<file path="config.mk">
export PLATFORM = sky130hd
export DESIGN_NAME = exec_unit_p
export DESIGN_NICKNAME = d
export VERILOG_FILES = /design/src/rtl/exec_unit_pkg.sv /design/src/rtl/exec_unit_p_alu.sv /design/src/rtl/exec_unit_p.sv
export SDC_FILE = /design/constraint.sdc
export NUM_CORES = 1
export LEC_CHECK = 0
export CAP_MARGIN = 5
export CORE_MARGIN = 5
export CORE_UTILIZATION = 60
export DETAILED_ROUTE_END_ITERATION = 10
export HOLD_SLACK_MARGIN = 0.05
export PLACE_DENSITY = 0.77
export SETUP_SLACK_MARGIN = 0.15
export SYNTH_ARGS = -nofsm -noshare
export SYNTH_HDL_FRONTEND = slang
export SYNTH_HIERARCHICAL = 1
export SYNTH_SLANG_ARGS = --single-unit
export TNS_END_PERCENT = 20
</file>
<file path="constraint.sdc">
create_clock -name clock -period 4.6 [get_ports clock]
set_input_delay 0.46 -clock clock [delete_from_list [all_inputs] [get_ports clock]]
set_output_delay 0.46 -clock clock [all_outputs]
set_load 0.01 [all_outputs]
</file>
<file path="src/rtl/exec_unit_pkg.sv">
// Shared types and constants for the exec_unit_p register/ALU core.
package exec_unit_pkg;

    typedef enum logic [3:0] {
        OP_ADD = 4'd0,
        OP_SUB = 4'd1,
        OP_AND = 4'd2,
        OP_OR  = 4'd3,
        OP_LSL = 4'd4,
        OP_LSR = 4'd5,
        OP_CMP = 4'd6,
        OP_DEC = 4'd7,
        OP_MOV = 4'd8,
        OP_INC = 4'd9,
        OP_LDI = 4'd10,
        OP_RD  = 4'd11,
        OP_ADC = 4'd12,
        OP_SBB = 4'd13
    } op_e;

    localparam int unsigned FLG_Z  = 0;
    localparam int unsigned FLG_G  = 1;
    localparam int unsigned FLG_S  = 2;
    localparam int unsigned FLG_C  = 3;
    localparam int unsigned FLAG_W = 4;

    typedef enum logic [1:0] {
        ST_IDLE = 2'd0,
        ST_READ = 2'd1,
        ST_EXEC = 2'd2,
        ST_WB   = 2'd3
    } state_e;

endpackage

</file>
<file path="src/rtl/exec_unit_p_alu.sv">
// Combinational ALU: computes result, write enable and per-op flag update.
module exec_alu
    import exec_unit_pkg::*;
#(
    parameter int unsigned WIDTH = 8
) (
    input  logic [3:0]        op_i,
    input  logic [WIDTH-1:0]  a_i,
    input  logic [WIDTH-1:0]  b_i,
    input  logic [WIDTH-1:0]  imm_i,
    input  logic              c_i,
    output logic [WIDTH-1:0]  res_c_o,
    output logic              we_c_o,
    output logic [FLAG_W-1:0] fmask_c_o,
    output logic [FLAG_W-1:0] fnext_c_o,
    output logic              illegal_c_o
);

    localparam int unsigned XW = WIDTH + 1;

    logic [XW-1:0] a_x;
    logic [XW-1:0] b_x;
    logic [XW-1:0] sum;

    // Arithmetic at WIDTH+1 bits so the top bit is carry or borrow.
    always_comb begin
        a_x         = {1'b0, a_i};
        b_x         = {1'b0, b_i};
        sum         = '0;
        we_c_o      = 1'b0;
        fmask_c_o   = '0;
        fnext_c_o   = '0;
        illegal_c_o = 1'b0;
        case (op_i)
            OP_ADD: begin sum = a_x + b_x; we_c_o = 1'b1; fmask_c_o[FLG_C] = 1'b1; fmask_c_o[FLG_Z] = 1'b1; end
            OP_SUB: begin sum = a_x - b_x; we_c_o = 1'b1; fmask_c_o[FLG_C] = 1'b1; fmask_c_o[FLG_Z] = 1'b1; end
            OP_AND: begin sum = {1'b0, a_i & b_i}; we_c_o = 1'b1; fmask_c_o[FLG_Z] = 1'b1; end
            OP_OR:  begin sum = {1'b0, a_i | b_i}; we_c_o = 1'b1; fmask_c_o[FLG_Z] = 1'b1; end
            OP_LSL: begin
                sum = {1'b0, a_i[WIDTH-2:0], 1'b0};
                we_c_o = 1'b1;
                fnext_c_o[FLG_S] = a_i[WIDTH-1];
                fmask_c_o[FLG_S] = 1'b1;
                fmask_c_o[FLG_Z] = 1'b1;
            end
            OP_LSR: begin
                sum = {2'b00, a_i[WIDTH-1:1]};
                we_c_o = 1'b1;
                fnext_c_o[FLG_S] = a_i[0];
                fmask_c_o[FLG_S] = 1'b1;
                fmask_c_o[FLG_Z] = 1'b1;
            end
            OP_CMP: begin
                sum = a_x - b_x;
                fnext_c_o[FLG_G] = (a_i > b_i);
                fmask_c_o[FLG_G] = 1'b1;
                fmask_c_o[FLG_Z] = 1'b1;
            end
            OP_DEC: begin sum = a_x - XW'(1); we_c_o = 1'b1; fmask_c_o[FLG_C] = 1'b1; fmask_c_o[FLG_Z] = 1'b1; end
            OP_MOV: begin sum = a_x; we_c_o = 1'b1; end
            OP_INC: begin sum = a_x + XW'(1); we_c_o = 1'b1; fmask_c_o[FLG_C] = 1'b1; fmask_c_o[FLG_Z] = 1'b1; end
            OP_LDI: begin sum = {1'b0, imm_i}; we_c_o = 1'b1; end
            OP_RD:  begin sum = a_x; end
            OP_ADC: begin sum = a_x + b_x + XW'(c_i); we_c_o = 1'b1; fmask_c_o[FLG_C] = 1'b1; fmask_c_o[FLG_Z] = 1'b1; end
            OP_SBB: begin sum = a_x - b_x - XW'(c_i); we_c_o = 1'b1; fmask_c_o[FLG_C] = 1'b1; fmask_c_o[FLG_Z] = 1'b1; end
            default: illegal_c_o = 1'b1;
        endcase
        res_c_o          = sum[WIDTH-1:0];
        fnext_c_o[FLG_C] = sum[WIDTH];
        fnext_c_o[FLG_Z] = (sum[WIDTH-1:0] == '0);
    end

endmodule

</file>
<file path="src/rtl/exec_unit_p.sv">
// Register file + ALU core with a 4-state command FSM and single-cycle response pulse.
module exec_unit_p
    import exec_unit_pkg::*;
#(
    parameter int unsigned WIDTH = 8,
    parameter int unsigned NREGS = 8,
    localparam int unsigned AW = $clog2(NREGS)
) (
    input  logic              clock,
    input  logic              reset_n,
    input  logic              cmd_valid,
    output logic              cmd_ready,
    input  logic [3:0]        cmd_op,
    input  logic [AW-1:0]     cmd_rd,
    input  logic [AW-1:0]     cmd_rs1,
    input  logic [AW-1:0]     cmd_rs2,
    input  logic [WIDTH-1:0]  cmd_imm,
    output logic              rsp_valid,
    output logic [WIDTH-1:0]  rsp_data,
    output logic              rsp_err,
    output logic [FLAG_W-1:0] flags
);

    state_e state_q, state_d;
    logic   ready_q, ready_d;

    logic [3:0]        op_q;
    logic [AW-1:0]     rd_q, rs1_q, rs2_q;
    logic [WIDTH-1:0]  imm_q, a_q, b_q, res_q;
    logic              we_q, err_q;
    logic [FLAG_W-1:0] flags_q, flags_nx_q;
    logic              rsp_valid_q, rsp_err_q;
    logic [WIDTH-1:0]  rsp_data_q;
    logic [WIDTH-1:0]  regs_q [NREGS];

    logic [WIDTH-1:0]  alu_res;
    logic              alu_we, alu_ill;
    logic [FLAG_W-1:0] alu_mask, alu_fnext;

    assign cmd_ready = ready_q;
    assign rsp_valid = rsp_valid_q;
    assign rsp_data  = rsp_data_q;
    assign rsp_err   = rsp_err_q;
    assign flags     = flags_q;

    exec_alu #(.WIDTH(WIDTH)) u_alu (
        .op_i        (op_q),
        .a_i         (a_q),
        .b_i         (b_q),
        .imm_i       (imm_q),
        .c_i         (flags_q[FLG_C]),
        .res_c_o     (alu_res),
        .we_c_o      (alu_we),
        .fmask_c_o   (alu_mask),
        .fnext_c_o   (alu_fnext),
        .illegal_c_o (alu_ill)
    );

    always_ff @(posedge clock or negedge reset_n) begin
        if (!reset_n) begin
            state_q <= ST_IDLE;
            ready_q <= 1'b1;
        end else begin
            state_q <= state_d;
            ready_q <= ready_d;
        end
    end

    always_comb begin
        state_d = state_q;
        ready_d = 1'b0;
        case (state_q)
            ST_IDLE: if (cmd_valid) state_d = ST_READ;
            ST_READ: state_d = ST_EXEC;
            ST_EXEC: state_d = ST_WB;
            ST_WB:   state_d = ST_IDLE;
            default: state_d = ST_IDLE;
        endcase
        ready_d = (state_d == ST_IDLE);
    end

    // Command capture, operand fetch, execute and response pipeline.
    always_ff @(posedge clock or negedge reset_n) begin
        if (!reset_n) begin
            op_q        <= '0;
            rd_q        <= '0;
            rs1_q       <= '0;
            rs2_q       <= '0;
            imm_q       <= '0;
            a_q         <= '0;
            b_q         <= '0;
            res_q       <= '0;
            we_q        <= 1'b0;
            err_q       <= 1'b0;
            flags_nx_q  <= '0;
            flags_q     <= '0;
            rsp_valid_q <= 1'b0;
            rsp_err_q   <= 1'b0;
            rsp_data_q  <= '0;
        end else begin
            rsp_valid_q <= (state_q == ST_WB);
            if (state_q == ST_IDLE && cmd_valid) begin
                op_q  <= cmd_op;
                rd_q  <= cmd_rd;
                rs1_q <= cmd_rs1;
                rs2_q <= cmd_rs2;
                imm_q <= cmd_imm;
            end
            if (state_q == ST_READ) begin
                a_q <= regs_q[rs1_q];
                b_q <= regs_q[rs2_q];
            end
            // ADC/SBB see committed C: the previous command finished its WB already.
            if (state_q == ST_EXEC) begin
                res_q      <= alu_res;
                we_q       <= alu_we;
                err_q      <= alu_ill;
                flags_nx_q <= (flags_q & ~alu_mask) | (alu_fnext & alu_mask);
            end
            if (state_q == ST_WB) begin
                flags_q    <= flags_nx_q;
                rsp_data_q <= res_q;
                rsp_err_q  <= err_q;
            end
        end
    end

    always_ff @(posedge clock or negedge reset_n) begin
        if (!reset_n) begin
            for (int i = 0; i < int'(NREGS); i++) regs_q[i] <= '0;
        end else if (state_q == ST_WB && we_q) begin
            regs_q[rd_q] <= res_q;
        end
    end

endmodule

</file>
==> results.yml, run 1 <==
status:
  status: "finished clean"
final_layout:
  drive_above_1_share: 0.211
  antennaDiodeCount: 0
  syn2layout_area_growth_pct: 12.2
  multi_input_area_sq_um: 5000
  n_fill_cell: 1055
  regArea_sq_um: 3300
  final_nets: 899
timing:
  tightest_slew_ns: 1.00
  finalCritPeriodShare: 0.863
  hold_viol: 0
  max_freq_mhz: 252
  setup_viol: 0
  slew_viol_final: 0
  fin_crit_ns: 3.97
  relSlewSlack: 0.331
  setup-tns-final_ns: 0
  clock_skew_ns: 0.0174
  rsz0062_at_grt: "no"
  hold_ws_ns: 0.184
critical_path:
  path_buf_inv: 1
  start_kind: "flop"
  timing.critical_path.cells: "inv_1 > ha_1 > fa_1 > or3_4 > and4_1 > nor2_1 > o22ai_1 > nor3_1 > o211ai_1 > or4_1 > nor4_2 > mux2i_1 > a21oi_1"
  path_class: "reg -> reg"
  cp_top_family: "simple AND/OR/NAND/NOR gates"
  worst_path_largest_cell_delay_ns: 0.58
  arrival_ns: 4.31
  crit_path_end_kind: "flop"
  worstPathRequired_ns: 4.94
  crit_fanout: 8
  cp_slowest_cell: "or4_1"
logic_synthesis:
  synth-edff-count: 0
  ys_types: 77
  ys_seq_area_frac: 0.382
  ys_warn_count: 6
  syn-cell-area_sq_um: 8640
  async_flop_share: 1.00
  syn_nets: 879
  avgSynthCellArea_sq_um: 10.7
  netlist_instances: 811
  synth_ff_type: "dfrtp_1"
  ys_seq_elements: 132
run:
  cap_violations: 0
clocking:
  cts_setup_buffers: 0
  clock-sinks: 132
  cts_root_buf: "clkbuf_16"
  clk_latency_ns: 0.43
  cts_buffers: 17
  clockBufferDepth: 2
  cts_tree: "done"
  path_clk_slew_ns: 0.06
  htreeDepth: 4
routing:
  drt_drc_violations_left: 0
  ant_nets: 0
  routedWlPerCell_um: 23.9
  dr.pass1.iters: 7
  routed_wl_mm: 24.4
  wl_met3_mm: 1.77
  wl_met2_mm: 10.9
  dr.max_layer_used: "met4"
  drt-initial-drc-count: 688
  vias: 6828
  vias_per_cell: 6.67
  met1_length_mm: 11.0
die:
  dieArea_sq_um: 16900
  placementRows: 43
  dieWidth_um: 130
  fp.coreArea_sq_um: 14000
  start_util: 0.618
  ios: 39
  die_h_um: 130
hold_path:
  hp-class: "in -> async"
global_routing:
  grt_max_degree: 72
  first_global_vias: 7054
  track_usage: 0.305
  antenna_found_initial: 0
  grt_pass1_wl_mm: 39.5
  grt_overflow: 0
place:
  hpwl_mm: 17.4
  portBuffers: 38
  gp_congestion: 0.985
power:
  pwr_density_cell_nw_per_um2: 862
  leakage_nw: 4.40
  irDropWorstVdd_uv: 515
## kinds of logic after synthesis
kind of cell / share of synthesized area
AND/OR/NAND/NOR: 0.140
flip-flops: 0.382
adder cells (fa/ha/maj): 0.0663
XOR/XNOR: 0.0233
AO/OA/AOI/OAI: 0.130
buffers and inverters: 0.0401
multiplexers: 0.217
## synth_stat cells (all sizes together), types with 4 or more instances
| cell type | instances | area, sq um |
|---|---|---|
| and3 | 8 | 55.1 |
| a41o | 16 | 160 |
| inv | 33 | 124 |
| nand3b | 5 | 37.5 |
| nand2b | 9 | 63.8 |
| dfrtp | 131 | 3280 |
| a22oi | 22 | 165 |
| nor2b | 42 | 265 |
| a211o | 18 | 158 |
| nand3 | 29 | 145 |
| o22ai | 6 | 37.5 |
| nor3 | 12 | 70.1 |
| mux2 | 109 | 1260 |
| nor2 | 41 | 164 |
| xnor2 | 15 | 131 |
| clkbuf | 18 | 67.6 |
| o211ai | 4 | 30.0 |
| xor2 | 8 | 70.1 |
| nor4 | 9 | 62.6 |
| mux2i | 62 | 621 |
| ha | 41 | 513 |
| a21oi | 28 | 144 |
| nand2 | 25 | 93.8 |
| nand4 | 4 | 40.0 |
| buf | 31 | 155 |
| or4 | 5 | 37.5 |
| or3 | 5 | 41.3 |
| o21ai | 15 | 75.1 |
## state kept, by name, summed over array words and instances, names as in the netlist
| register | flops |
|---|---|
| regs_q | 64 |
| a_q | 8 |
| b_q | 8 |
| imm_q | 8 |
| res_q | 8 |
| rsp_data | 8 |
| flags | 4 |
| flags_nx_q | 4 |
| op_q | 4 |
| rd_q | 3 |
| rs1_q | 3 |
| rs2_q | 3 |
| state_q | 2 |
| cmd_ready | 1 |
| err_q | 1 |
| rsp_err | 1 |
| rsp_valid | 1 |
| we_q | 1 |
## path summary, 6_finish.rpt
check	from	to	slack [ns]	depth (start not counted)
min	reset_n	regs_q[28]$_DFFE_PN0P_	0.18	1
min in group clock	rsp_data[4]$_DFFE_PN0N_	rsp_data[4]$_DFFE_PN0N_	0.51	1
max reg2reg	a_q[0]$_DFFE_PN0N_	flags_nx_q[0]$_DFFE_PN0P_	0.63	13
min reg2reg	rsp_data[4]$_DFFE_PN0N_	rsp_data[4]$_DFFE_PN0N_	0.51	1
max in group asynchronous	reset_n	cmd_ready$_DFF_PN1_	3.41	2
max	a_q[0]$_DFFE_PN0N_	flags_nx_q[0]$_DFFE_PN0P_	0.63	13
## report_power, final
group / total [mW] / switching [mW] / internal (mW)
logic: 4.73 / 2.63 / 2.09
clock network: 1.32 / 0.561 / 0.760
registers: 2.30 / 0.649 / 1.66
total: 8.35 / 3.84 / 4.51
## cell usage in the layout (no fill, tap or decap), types with 7 or more instances in the layout
master           instances
a211o_1                 18
a21oi_1                 27
a22oi_1                 22
a41o_1                  16
and3_1                   7
buf_4                   13
clkbuf_16               17
clkdlybuf4s50_1         37
dfrtp_1                131
ha_1                    41
inv_1                   33
mux2_2                 101
mux2_4                   8
mux2i_1                 62
nand2_1                 25
nand2b_1                 8
nand3_1                 29
nor2_1                  37
nor2b_1                 40
nor3_1                  10
nor4_1                   8
o21ai_0                 15
xnor2_1                 15
xor2_1                   8
## cell type report
cell class                 count  area share
multi-input combinational    597       0.516
sequential                   132       0.341
timing repair buffer          50      0.0483
clock buffer                  18      0.0443
tap                          180      0.0232
clock inverter                14      0.0146
inverter                      33      0.0128
## repair_timing
| item | 4_1_cts | 5_1_grt |
|---|---|---|
| setup endpoints to repair | 0 | 1 |
| gates resized for setup | 0 | 2 |
| hold buffers | 0 | 0 |
## metrics by stage
stage | setup slack [ns] | utilization | cells | power, mW | area, sq um
floorplan | 1.20 | - | 811 | 5.52 | 8640
global placement | 0.908 | 0.652 | 992 | 6.73 | 9110
detailed placement | 0.575 | 0.652 | 992 | 6.86 | 9110
CTS | 0.439 | 0.692 | 1024 | 8.24 | 9690
global route | 0.266 | 0.693 | 1024 | 8.85 | 9700
finish | 0.629 | 0.693 | 1024 | 8.35 | 9700
## layer usage
layer  vias up  track usage
li1       3048            -
met1      3424        0.448
met2       306        0.448
met3        50       0.0618
met4         0        0.114
met5         -            0
(Power assumes the default switching activity.)
==> inputs of run 2 (changes only) <==
- CTS_BUF_LIST: default -> sky130_fd_sc_hd__clkbuf_16
- clock period: 4.6 -> 4.1 ns (I/O delays scaled with it)
==> run 2 against run 1 <==
- flip-flop and latch count is the same
- sequential share of layout area fell by 0.23 points
- sequential power up 8.7%
- critical endpoint unchanged
- utilization grew 0.47 points
- combinational power up 15%
- maximum frequency rose by 5.6%
- non-clock buffer count increased by 10
- clock-buffer cell count is 1 lower
==> results.yml, run 2 (same netlist as run 1, synthesis figures left out) <==
status:
  status: "finished clean"
timing:
  slew_viol_final: 0
  setup_viol: 0
  clock_skew_ns: 0.0131
  setup-tns-final_ns: 0
  max_freq_mhz: 266
  tightest_slew_ns: 1.13
  finalCritPeriodShare: 0.917
  fin_crit_ns: 3.76
  rsz0062_at_grt: "no"
  hold_viol: 0
  relSlewSlack: 0.249
final_layout:
  antennaDiodeCount: 0
  n_fill_cell: 1073
  final_nets: 909
  layout_commonest_cell: "dfrtp_1"
  drive_above_1_share: 0.222
  syn2layout_area_growth_pct: 12.9
  layout_common_cells: "dfrtp_1 (131), mux2_2 (101), mux2i_1 (62), nor2b_1 (41), ha_1 (41)"
  regArea_sq_um: 3300
  largest_register: "regs_q"
  post-route-util: 0.698
  multi_input_area_sq_um: 5020
  largest_register_ffs: 64
global_routing:
  antenna_found_initial: 0
  grt_max_degree: 72
  track_usage: 0.296
  first_global_vias: 6899
  grt_overflow: 0
  grt_pass1_wl_mm: 38.1
critical_path:
  worstPathRequired_ns: 4.45
  arrival_ns: 4.11
  crit_path_end_kind: "flop"
  crit_fanout: 5
  start_kind: "flop"
  worst-r2r-setup-slack_ns: 0.34
  path_class: "reg -> reg"
die:
  dieWidth_um: 130
  dieArea_sq_um: 16900
  die_h_um: 130
  fp.coreArea_sq_um: 14000
  placementRows: 43
  ios: 39
  start_util: 0.618
place:
  portBuffers: 38
  hpwl_mm: 17.4
  gp_congestion: 0.980
clocking:
  cts_hold_buf: 0
  clk_latency_ns: 0.43
  path_clk_slew_ns: 0.06
  clockBufferDepth: 2
  clock-sinks: 132
  cts_tree: "done"
  htreeDepth: 4
  cts_root_buf: "clkbuf_16"
  cts_buffers: 17
routing:
  dr.pass1.iters: 5
  vias: 6846
  vias_per_cell: 6.62
  routed_wl_mm: 24.0
  routedWlPerCell_um: 23.2
  ant_nets: 0
  drt-initial-drc-count: 632
  drt_drc_violations_left: 0
hold_path:
  hp-class: "in -> async"
power:
  pwr_density_cell_nw_per_um2: 959
  leakage_nw: 4.44
  irDropWorstVdd_uv: 579
run:
  cap_violations: 0
run 2: metrics by stage:
stage	instances	hold WS (ns)	cell area (sq um)	power, mW	setup slack [ns]
4_1_cts	1034	0.137	9740	9.22	0.418
5_1_grt	1034	0.180	9760	9.92	0.157
3_3_place_gp	1002	0.488	9190	7.62	0.490
2_1_floorplan	811	0.114	8640	6.19	0.701
6_report	1034	0.106	9760	9.36	0.339
3_5_place_dp	1002	0.500	9190	7.76	0.458
run 2: final timing paths:
path | startpoint | end | depth (start not counted)
setup / recovery | a_q[0]$_DFFE_PN0N_ | flags_nx_q[0]$_DFFE_PN0P_ | 13
hold / removal | reset_n | a_q[4]$_DFFE_PN0N_ | 1
setup reg to reg | a_q[0]$_DFFE_PN0N_ | flags_nx_q[0]$_DFFE_PN0P_ | 13
hold reg to reg | rsp_data[4]$_DFFE_PN0N_ | rsp_data[4]$_DFFE_PN0N_ | 1
max in group asynchronous | reset_n | regs_q[57]$_DFFE_PN0P_ | 2
min in group clock | rsp_data[4]$_DFFE_PN0N_ | rsp_data[4]$_DFFE_PN0N_ | 1
run 2: report_power, final:
part           total [mW]  switching, mW  leakage [nW]  internal (mW)
logic                5.45           3.02          2.51           2.43
clock network        1.41          0.619         0.262          0.786
registers            2.50          0.643          1.67           1.86
run 2: critical path: stages (launching register included):
cell	delay, ns
dfrtp_1	0.34
inv_1	0.07
ha_1	0.27
fa_1	0.48
or3_4	0.37
and3_4	0.20
or4b_4	0.49
nand4_4	0.12
xor2_1	0.20
o22ai_1	0.13
or3_4	0.37
nor4_2	0.36
mux2i_1	0.12
a21oi_1	0.15
run 2: routing by layer:
layer | vias up | part of all wire | GRT usage
met3 | 32 | 0.078 | 0.0704
met2 | 296 | 0.46 | 0.445
met4 | 0 | 0.021 | 0.0929
met1 | 3465 | 0.45 | 0.425
li1 | 3053 | - | -
met5 | - | 0 | 0
run 2: what timing repair did:
item	in CTS	in global routing
endpoints found under the setup margin	0	2
resized for setup	0	4
buffers inserted	0	0
run 2: cell type report:
type | instances | share of cell area
multi-input combinational | 597 | 0.514
sequential | 132 | 0.339
timing repair buffer | 60 | 0.0556
clock buffer | 17 | 0.0436
tap | 180 | 0.0231
inverter | 33 | 0.0127
clock inverter | 15 | 0.0126
==> inputs of run 3 (changes only) <==
- CORE_MARGIN: 5 -> 2
==> run 3 against run 2 <==
- via count increased by 2.7%
- global-route usage increased by 4.3 points
- critical endpoint is now flags_nx_q[3]$_DFFE_PN0P_
- register-to-register slack improved by 0.03 ns
- combinational power increased by 2%
- first-iteration DRC count increased by 22%
- clock skew decreased by 0.0036 ns
- die area decreased by 9.0%
==> results.yml, run 3 (same netlist as run 1, synthesis figures left out) <==
status:
  status: "finished clean"
global_routing:
  grt_overflow: 0
  grt_pass1_wl_mm: 38.5
  track_usage: 0.339
  first_global_vias: 6944
  antenna_found_initial: 0
  grt_max_degree: 67
power:
  leakage_nw: 4.50
  pwr_density_cell_nw_per_um2: 974
  irDropWorstVdd_uv: 544
final_layout:
  drive_above_1_share: 0.223
  layout_commonest_cell: "dfrtp_1"
  antennaDiodeCount: 0
  multi_input_area_sq_um: 4990
  largest_register_ffs: 64
  regArea_sq_um: 3300
  n_fill_cell: 1018
  largest_register: "regs_q"
  final_nets: 915
  layout_common_cells: "dfrtp_1 (131), mux2_2 (101), mux2i_1 (62), nor2b_1 (41), ha_1 (41)"
  syn2layout_area_growth_pct: 13.8
clocking:
  cts_hold_buf: 0
  clk_latency_ns: 0.43
  path_clk_slew_ns: 0.06
  cts_resized: 0
  clock-sinks: 132
  cts_buffers: 17
  cts_setup_buffers: 0
  htreeDepth: 4
  cts_tree: "done"
  cts_root_buf: "clkbuf_16"
  clockBufferDepth: 2
critical_path:
  crit_path_end_kind: "flop"
  path_class: "reg -> reg"
  timing.critical_path.cells: "ha_1 > fa_1 > or3_4 > and4_1 > nor2_1 > nand4_1 > nor4bb_1 > xnor2_1 > o221ai_1 > nand3b_1 > mux2i_1 > a21oi_1"
  worst_path_largest_cell_delay_ns: 0.53
  r2r_start: "b_q[0]$_DFFE_PN0N_"
  worstPathRequired_ns: 4.37
  cp_slowest_cell: "nor4bb_1"
  worst-r2r-setup-slack_ns: 0.37
  crit_fanout: 4
  rr_worst_depth: 12
  rr_endpoint: "flags_nx_q[3]$_DFFE_PN0P_"
  start_kind: "flop"
  arrival_ns: 4.00
timing:
  max_freq_mhz: 268
  finalCritPeriodShare: 0.910
  fin_crit_ns: 3.73
  setup-tns-final_ns: 0
  worst_slack_ns: 0.371
  tightest_slew_ns: 1.02
  relSlewSlack: 0.320
  clock_skew_ns: 0.00943
  hold_viol: 0
  slew_viol_final: 0
  rsz0062_at_grt: "no"
  setup_viol: 0
routing:
  dr.pass1.iters: 5
  drt_drc_violations_left: 0
  ant_nets: 0
  vias_per_cell: 6.76
  vias: 7033
  routed_wl_mm: 24.6
  routedWlPerCell_um: 23.7
  drt-initial-drc-count: 768
die:
  dieArea_sq_um: 15400
  die_h_um: 124
  start_util: 0.618
  fp.coreArea_sq_um: 14000
  placementRows: 43
  dieWidth_um: 124
  ios: 39
place:
  hpwl_mm: 17.5
  portBuffers: 38
  gp_congestion: 1.01
  place_ws_ns: 0.497
hold_path:
  hp-class: "in -> async"
run:
  cap_violations: 0
run 3: cell types whose count changed in the layout (fill, tap and decap cells not counted), sizes merged:
cell,previous run,this run
buf,23,29
bufinv,0,3
clkinv,3,5
clkinvlp,4,2
inv,41,38
run 3: area by class of cell:
type                       instances  area share
clock buffer                      17      0.0432
sequential                       132       0.336
tap                              180      0.0229
multi-input combinational        597       0.508
inverter                          33      0.0126
timing repair buffer              66      0.0598
clock inverter                    15      0.0182
run 3: power by group:
group	leakage (nW)	total [mW]	internal, mW	switching (mW)
sequential	1.67	2.48	1.86	0.621
clock	0.297	1.57	0.961	0.611
combinational	2.53	5.54	2.47	3.07
total	4.50	9.59	5.29	4.30
run 3: through the flow:
| step | util | total power [mW] | hold WS, ns | instance area [sq um] | cells |
|---|---|---|---|---|---|
| 6_report | 0.703 | 9.59 | 0.0930 | 9840 | 1040 |
| 4_1_cts | 0.703 | 9.44 | 0.125 | 9840 | 1040 |
| 3_3_place_gp | 0.660 | 7.67 | 0.487 | 9240 | 1008 |
| 5_1_grt | 0.703 | 10.1 | 0.162 | 9840 | 1040 |
| 3_5_place_dp | 0.660 | 7.82 | 0.493 | 9240 | 1008 |
| 2_1_floorplan | - | 6.19 | 0.114 | 8640 | 811 |
run 3: how the worst max path moves through the flow:
stage / cells after the start / from / endpoint / slack [ns]
floorplan: 13 / a_q[0]$_DFFE_PN0N_ / flags_nx_q[0]$_DFFE_PN0P_ / 0.70
global placement: 14 / a_q[0]$_DFFE_PN0N_ / flags_nx_q[0]$_DFFE_PN0P_ / 0.55
detailed placement: 13 / b_q[0]$_DFFE_PN0N_ / flags_nx_q[0]$_DFFE_PN0P_ / 0.50
CTS: 14 / a_q[0]$_DFFE_PN0N_ / flags_nx_q[0]$_DFFE_PN0P_ / 0.46
global route: 14 / a_q[0]$_DFFE_PN0N_ / flags_nx_q[0]$_DFFE_PN0P_ / 0.17
finish: 12 / b_q[0]$_DFFE_PN0N_ / flags_nx_q[3]$_DFFE_PN0P_ / 0.37
run 3: per-layer routing:
| metal | up-vias | GRT usage | routed length (um) |
|---|---|---|---|
| li1 | 3076 | - | - |
| met5 | - | 0 | 0 |
| met2 | 345 | 0.510 | 11200 |
| met4 | 0 | 0.101 | 503 |
| met1 | 3559 | 0.484 | 10900 |
| met3 | 53 | 0.0875 | 2020 |
run 3: worst max-delay path, delay by kind of cell (launching register included):
family	cells	cell delay [ns]
simple gates	6	1.82
fa+ha+maj	2	0.77
xor+xnor	1	0.19
mux	1	0.17
compound gates	2	0.20
flops	1	0.42
